===== src/rtl/pc_sequencer.sv =====
// pc_sequencer: fetch-address sequencer with conditional/relative branches, halt and saturating retire count.
// Define PC_SEQ_LINK_EN to add the single-entry link register (LinkEn/Return/LinkAddr).
module pc_sequencer #(
  parameter int PC_W = 10,
  parameter int OFF_W = 8,
  parameter int CNT_W = 16,
  parameter logic [PC_W-1:0] START_ADDR = '0
)(
  input  logic             Clk,
  input  logic             Reset,
  input  logic             Start,
  input  logic [PC_W-1:0]  StartAddr,
  input  logic             Stall,
  input  logic             HaltIn,
  input  logic             BranchEn,
  input  logic             BranchCond,
  input  logic             BranchRel,
  input  logic [PC_W-1:0]  Target,
  input  logic [OFF_W-1:0] Offset,
  input  logic             FlagIn,
`ifdef PC_SEQ_LINK_EN
  input  logic             LinkEn,
  input  logic             Return,
  output logic [PC_W-1:0]  LinkAddr,
`endif
  output logic [PC_W-1:0]  PC,
  output logic             Running,
  output logic             Done,
  output logic             BranchTaken,
  output logic [CNT_W-1:0] RetiredCnt
);
  typedef enum logic [1:0] {IDLE, RUN, HALTED} state_t;
  state_t state, stateNext;
  logic [PC_W-1:0] pcNext, pcInc, pcBranch;
  logic [CNT_W-1:0] cntNext;
  logic retire, doReturn;
  assign pcInc = PC + PC_W'(1);
  assign pcBranch = BranchRel ? PC + PC_W'($signed(Offset)) : Target;
  assign Running = state == RUN;
  assign Done = state == HALTED;
`ifdef PC_SEQ_LINK_EN
  logic [PC_W-1:0] linkNext;
  assign doReturn = Return;
`else
  assign doReturn = 1'b0;
`endif
  always_comb begin
    stateNext = state;
    pcNext = PC;
    cntNext = RetiredCnt;
    retire = 1'b0;
    BranchTaken = Running && !Stall && !HaltIn && BranchEn && (!BranchCond || FlagIn);
`ifdef PC_SEQ_LINK_EN
    linkNext = (BranchTaken && LinkEn && !Return) ? pcInc : LinkAddr;
`endif
    if (!Running) begin
      if (Start) begin
        stateNext = RUN;
        pcNext = StartAddr;
        cntNext = '0;
      end
    end else if (HaltIn) begin
      stateNext = HALTED;
      retire = 1'b1;
    end else if (!Stall) begin
      retire = 1'b1;
      pcNext = doReturn ? PC_W'(0) : BranchTaken ? pcBranch : pcInc;
`ifdef PC_SEQ_LINK_EN
      pcNext = doReturn ? LinkAddr : pcNext;
`endif
    end
    if (retire && !(&RetiredCnt)) cntNext = RetiredCnt + CNT_W'(1);
  end
  always_ff @(posedge Clk) begin
    if (Reset) begin
      state <= IDLE;
      PC <= START_ADDR;
      RetiredCnt <= '0;
`ifdef PC_SEQ_LINK_EN
      LinkAddr <= '0;
`endif
    end else begin
      state <= stateNext;
      PC <= pcNext;
      RetiredCnt <= cntNext;
`ifdef PC_SEQ_LINK_EN
      LinkAddr <= linkNext;
`endif
    end
  end
endmodule


===== config.mk =====
export PLATFORM = sky130hd
export DESIGN_NAME = pc_sequencer
export DESIGN_NICKNAME = d
export VERILOG_FILES = /design/src/rtl/pc_sequencer.sv
export SDC_FILE = /design/constraint.sdc
export NUM_CORES = 1
export LEC_CHECK = 0
export ABC_CLOCK_PERIOD_IN_PS = 2600
export CORE_UTILIZATION = 47
export DETAILED_ROUTE_END_ITERATION = 12
export MAX_ROUTING_LAYER = met4
export PLACE_DENSITY = 0.89
export SETUP_SLACK_MARGIN = 0.1
export SYNTH_ARGS = -nofsm -noshare
export SYNTH_HDL_FRONTEND = slang
export SYNTH_SLANG_ARGS = --single-unit

===== constraint.sdc =====
create_clock -name Clk -period 2.6 [get_ports Clk]
set_input_delay 0.52 -clock Clk [delete_from_list [all_inputs] [get_ports Clk]]
set_output_delay 0.52 -clock Clk [all_outputs]
set_load 0.05 [all_outputs]

Word-level counts from Yosys, hierarchy flattened. Index checks and enable logic that the tools add are counted.

Add/subtract/negate cells: 3. Equality and inequality tests: 6. Mux-type cells: 15. Reduce and logical (&&, ||, !) cells: 16.

Operators by type and width (count): $mux W10 (6); $mux W16 (3); $add A16 B1 Y16 const B (1); $reduce_and A16 Y1 (1); $add A10 B1 Y10 const B (1); $add A10 B10 Y10 (1); $mux W2 (3); $ne A2 B2 Y1 const B (3); $logic_and A1 B1 Y1 (5); $logic_not A1 Y1 (4); $reduce_and A2 Y1 (2); $reduce_bool A2 Y1 (2); $mux W1 (3); $reduce_and A3 Y1 (1); $eq A2 B1 Y1 const B (1); $eq A2 B2 Y1 const B (1); $ne A2 B1 Y1 const B (1); $logic_or A1 B1 Y1 (1).

Bits in registers: 28. Output and inout port bits: 29. Logic and storage cells: 43. Input port bits: 37.

Longest topological paths before layout.
Depth after elaboration: 9. Mapped depth: 8. Mapped depth without buffers: 8.

Worst setup path after synthesis. No wires, ideal clock.

Path type: flip-flop to flip-flop. Start: register PC[0]. End: register PC[8]. Library setup time: 0.130 ns. Setup slack: 0.134 ns. Buffers on the path: 0. Arrival: 2.336 ns. Required time: 2.470 ns. Clock period less this slack: 2.466 ns. Stages on the path, launching flop included: 9. Cells stage by stage: dfxtp_1 > ha_1 > fa_1 > a211oi_1 > o21bai_1 > a2111oi_0 > nor3_1 > xnor2_1 > o22ai_1.

Word-level cells in the longest chain between the ends: 6. Elaborated cells on any way between the ends: 7. Those cells by class: add/sub: 2; mux: 5.

RTL lines: from (decl) (line 26) `output logic [PC_W-1:0] PC,`; from (signal assigned) (line 84) `PC <= pcNext;`; $add A10 B10 Y10 (line 38) `assign pcBranch = BranchRel ? PC + PC_W'($signed(Offset)) : Target;`; $mux W10 (line 38); $mux W10 * (line 67) `pcNext = doReturn ? PC_W'(0) : BranchTaken ? pcBranch : pcInc;`; $mux W10 * (line 65) `end else if (!Stall) begin`; $mux W10 * (line 62) `end else if (HaltIn) begin`; $mux W10 * (line 56) `if (!Running) begin`.

Every way passes the cells marked *; elsewhere a longest branch is shown, timed or not. The select of a mux whose other input is x is not followed. A chain may end at the register's enable or synchronous reset.

Worst setup path after layout.
Start: input Offset[0]. End: register PC[8].

Word-level cells in the longest chain between the ends: 6.

RTL lines: from (decl) (line 19) `input logic [OFF_W-1:0] Offset,`; $add A10 B10 Y10 (line 38); $mux W10 (line 38); $mux W10 (line 67); $mux W10 (line 65); $mux W10 (line 62); $mux W10 (line 56).

Every way passes these cells. The select of a mux whose other input is x is not followed.

==> impl_summary.md <==
Finish
The count of inserted antenna diode cells is 0. The area taken by flip-flops and latches is 561 um^2. The area of combinational cells with multiple inputs is 1530 um^2. Leaving out filler cells and counting taps, the final layout contains 397. The fraction of layout cells with a size suffix above 1 is 11.6%.

The utilization of the core after routing is 68.9%. For this run, the post-layout net count is 396. The area added between synthesis and finish is 40.2%. The fill cell total of the finished layout is 351.

Route
After detailed routing, the number of remaining DRC violations is 0. Summed over all layers, the routed wires come to 6140 um. The average detailed-routed wire length per instance is 15.5 um.

The average via count per standard cell is 6.02. The detailed router placed 2391 vias in this run. The detailed router finished its first iteration with 119 violations. For this run, the detailed router's first-pass iteration total came to 4. The detail route stage leaves a number of antenna-violating nets equal to 0.

Timing
The number of hold-slack violations in the final timing report is 0. The maximum clock skew at final layout is 0.00181 ns. For the pin with the worst max-slew slack, the measured transition is 0.548 ns.

Based on the critical path, the design can be clocked at up to 0.407 GHz. The max-slew violation total from the final report came to 0. Headroom to the max-slew limit came out at 63.3%. The worst-case setup margin in the final layout is 0.143 ns. The minimum period implied by the final worst setup slack is 2.46 ns. Of the available clock period, the critical path in the final layout requires 94.5%. Setup repair after global routing could not meet its margin everywhere.

Setup violations remaining at the end of the flow were counted as 0.

Critical path
The setup path with the least slack is of type input port to register. Of all nets on the critical path, the largest fanout is 2. Data on the critical path is required at its endpoint by 2.75 ns.

The data arrival time at the worst-slack endpoint is 2.60 ns. The worst setup path is launched from an input port. The nature of the critical path endpoint is a register.

Pwr
Summed over all cells, the static leakage comes to 1.11 nW. The cell area power density is 393 nW/um^2. The design draws 1.18 mW. The peak ir drop on the vdd network is 0.000211 V.

Yosys
The cell count after synthesis came out at 273. The fraction of registers with async set/reset is 0%. Yosys mapped the design onto 61 distinct sky130hd cell types. Yosys mapped a number of flops with a built-in enable equal to 0. Sequential elements use 26.2% of the synthesized area. The number of flip-flops and latches in the synthesized netlist is 28. Dividing the synthesized area by the synthesized cell count gives 7.84 um^2. The cell area after synthesis is 2140 um^2. The area share of the leading cell type in the synthesized netlist is 26.2%. The synthesized netlist net count is 322.

By area the synthesized netlist is led by sky130_fd_sc_hd__dfxtp_1, sky130_fd_sc_hd__ha_1, sky130_fd_sc_hd__a21oi_1. The number of warnings reported in the yosys synthesis log is 0. The top flip-flop cell by instance count after synthesis is sky130_fd_sc_hd__dfxtp_1. sky130_fd_sc_hd__dfxtp_1 takes more of the synthesized area than any other cell.

Global routing
The first-pass GRT wire length is 9940 um. The via count of the first global-routing pass is 2303. The combined global-route utilization of all metal layers is 25.3%. The largest net degree at the start of global routing is 21. The aggregate global routing overflow is 0. The initial antenna violation count came to 0.

Die
The floorplan die height is 69.5 um. The placeable core region is 4350 um^2. The die covers 4830 um^2. The number of rows in the core area is 24. Pin placement for this block handled 66 I/O pins.

The die span in x is 69.5 um. The initial core utilization is 49.2%.

Clocking
Buffers added to address setup during post-CTS repair amount to 0. Counting along the longest clock path gives a buffer depth of 2. The cts-stage hold buffer count is 0. In this run the number of H-tree levels came out at 1.

The clock tree root driver cell is sky130_fd_sc_hd__clkbuf_8. The clock sink total is 28. The total CTS buffers is 3.

The clock latency on the worst-skew pair is 0.27 ns. TritonCTS built the clock tree. Clock-pin slew was measured on the worst setup and hold paths at 0.09 ns.

Run
Max-cap violations in this run came to 0.

Run status
The run finished with clean final reports.

Place
In this run the tool buffered the top-level ports with 65 buffer cells. The final estimated routing congestion in global placement is 0.868. Once placement completed, the tool counted placed cells totaling 394. The pre-CTS setup slack is -0.348 ns. Detailed placement ended at an HPWL of 4640 um.

Worst hold path
The path class of the tightest hold or removal check is register to register.
[metrics by stage]
step / setup TNS (ns) / hold slack (ns) / area [um^2]
2_1_floorplan: 0 / 0.454 / 2140
3_5_place_dp: -0.902 / 0.485 / 2920
5_1_grt: 0 / 0.528 / 3000
4_1_cts: 0 / 0.500 / 2980
6_report: 0 / 0.496 / 3000
3_3_place_gp: -0.561 / 0.465 / 2920
[worst max-delay path, stage by stage]
cell	delay, ns
sky130_fd_sc_hd__clkdlybuf4s50_1	0.41
sky130_fd_sc_hd__ha_2	0.20
sky130_fd_sc_hd__fa_2	0.42
sky130_fd_sc_hd__a211oi_4	0.24
sky130_fd_sc_hd__o21bai_2	0.11
sky130_fd_sc_hd__a2111oi_2	0.31
sky130_fd_sc_hd__nor3_1	0.10
sky130_fd_sc_hd__xnor2_1	0.18
sky130_fd_sc_hd__o22ai_1	0.11
[layout by cell type (no fill, tap or decap), types with 2 or more instances in the layout]
cell and count:
sky130_fd_sc_hd__nand3_2 2, sky130_fd_sc_hd__dfxtp_1 28, sky130_fd_sc_hd__a21o_1 4, sky130_fd_sc_hd__and3_1 5
sky130_fd_sc_hd__nor2_1 27, sky130_fd_sc_hd__clkbuf_8 3, sky130_fd_sc_hd__or4_1 3, sky130_fd_sc_hd__a41oi_1 2
sky130_fd_sc_hd__buf_4 16, sky130_fd_sc_hd__nor2b_1 2, sky130_fd_sc_hd__or3_1 5, sky130_fd_sc_hd__o21ai_1 3
sky130_fd_sc_hd__ha_1 10, sky130_fd_sc_hd__a211oi_1 15, sky130_fd_sc_hd__nand3_1 14, sky130_fd_sc_hd__clkdlybuf4s50_1 63
sky130_fd_sc_hd__a211o_1 4, sky130_fd_sc_hd__a21oi_1 26, sky130_fd_sc_hd__xor2_1 5, sky130_fd_sc_hd__nand3b_1 3
sky130_fd_sc_hd__nand2b_1 2, sky130_fd_sc_hd__nand4_1 3, sky130_fd_sc_hd__inv_1 5, sky130_fd_sc_hd__a31oi_1 6
sky130_fd_sc_hd__xnor2_1 6, sky130_fd_sc_hd__nand2_1 17, sky130_fd_sc_hd__o211ai_1 2, sky130_fd_sc_hd__nor3_1 8
sky130_fd_sc_hd__and2_1 3, sky130_fd_sc_hd__o21ai_0 15, sky130_fd_sc_hd__and4_1 4
[sequential cells by signal, summed over array words and instances (netlist names)]
register,count
RetiredCnt,16
PC,10
state,2
[synth_stat cells, types with 4 or more instances]
| library cell | number |
|---|---|
| sky130_fd_sc_hd__dfxtp_1 | 28 |
| sky130_fd_sc_hd__and3_1 | 5 |
| sky130_fd_sc_hd__clkbuf_1 | 6 |
| sky130_fd_sc_hd__a211o_1 | 4 |
| sky130_fd_sc_hd__ha_1 | 11 |
| sky130_fd_sc_hd__and4_1 | 4 |
| sky130_fd_sc_hd__a31oi_1 | 6 |
| sky130_fd_sc_hd__a21oi_1 | 26 |
| sky130_fd_sc_hd__o21ai_0 | 15 |
| sky130_fd_sc_hd__a211oi_1 | 16 |
| sky130_fd_sc_hd__nor3_1 | 8 |
| sky130_fd_sc_hd__nor2_1 | 27 |
| sky130_fd_sc_hd__inv_1 | 5 |
| sky130_fd_sc_hd__nand2_1 | 17 |
| sky130_fd_sc_hd__or3_1 | 5 |
| sky130_fd_sc_hd__xnor2_1 | 6 |
| sky130_fd_sc_hd__xor2_1 | 5 |
| sky130_fd_sc_hd__nand3_1 | 14 |
| sky130_fd_sc_hd__a21o_1 | 4 |
[cell families (layout without fill, tap and decap cells)]
logic type	Yosys count	count (layout)	synth area share [%]
AND/OR/NAND/NOR	105	105	26.5
adder cells (fa/ha/maj)	12	12	7.36
AO/OA/AOI/OAI	97	97	30.3
XOR/XNOR	11	11	4.50
flip-flops	28	28	26.2
multiplexers	2	2	0.994
buffers and inverters	18	90	4.15
[report_power, final]
| group | leakage, nW | switching (mW) | internal [mW] |
|---|---|---|---|
| sequential | 0.228 | 0.0313 | 0.447 |
| combinational | 0.856 | 0.254 | 0.210 |
| clock | 0.0216 | 0.133 | 0.104 |
[worst paths after layout]
| check | from | endpoint | slack [ns] | cells after the start |
|---|---|---|---|---|
| setup reg to reg | PC[0] | PC[8] | 0.47 | 8 |
| hold reg to reg | state[1] | state[1] | 0.50 | 2 |
| hold / removal | state[1] | state[1] | 0.50 | 2 |
| setup / recovery | Offset[0] | PC[8] | 0.14 | 9 |
[final cells by class]
cell class	instances	area share [%]
flip-flops and latches	28	18.7
inverters	6	0.834
multi-input cells	227	50.8
repair buffers	81	26.1
clock buffers	3	1.38
well taps	52	2.17
[per-layer routing]
layer | global-route usage (%) | share of wire (%)
met5 | - | 0
met3 | 3.63 | 3.3
met1 | 27.8 | 44
met4 | 4.54 | 0.59
met2 | 48.1 | 52
[what timing repair did]
| action | CTS | global route |
|---|---|---|
| resized for setup | 4 | 5 |
| pin swaps | 0 | 7 |
| endpoints found under the setup margin | 1 | 5 |
No activity file was read; power rests on OpenSTA's default activity.
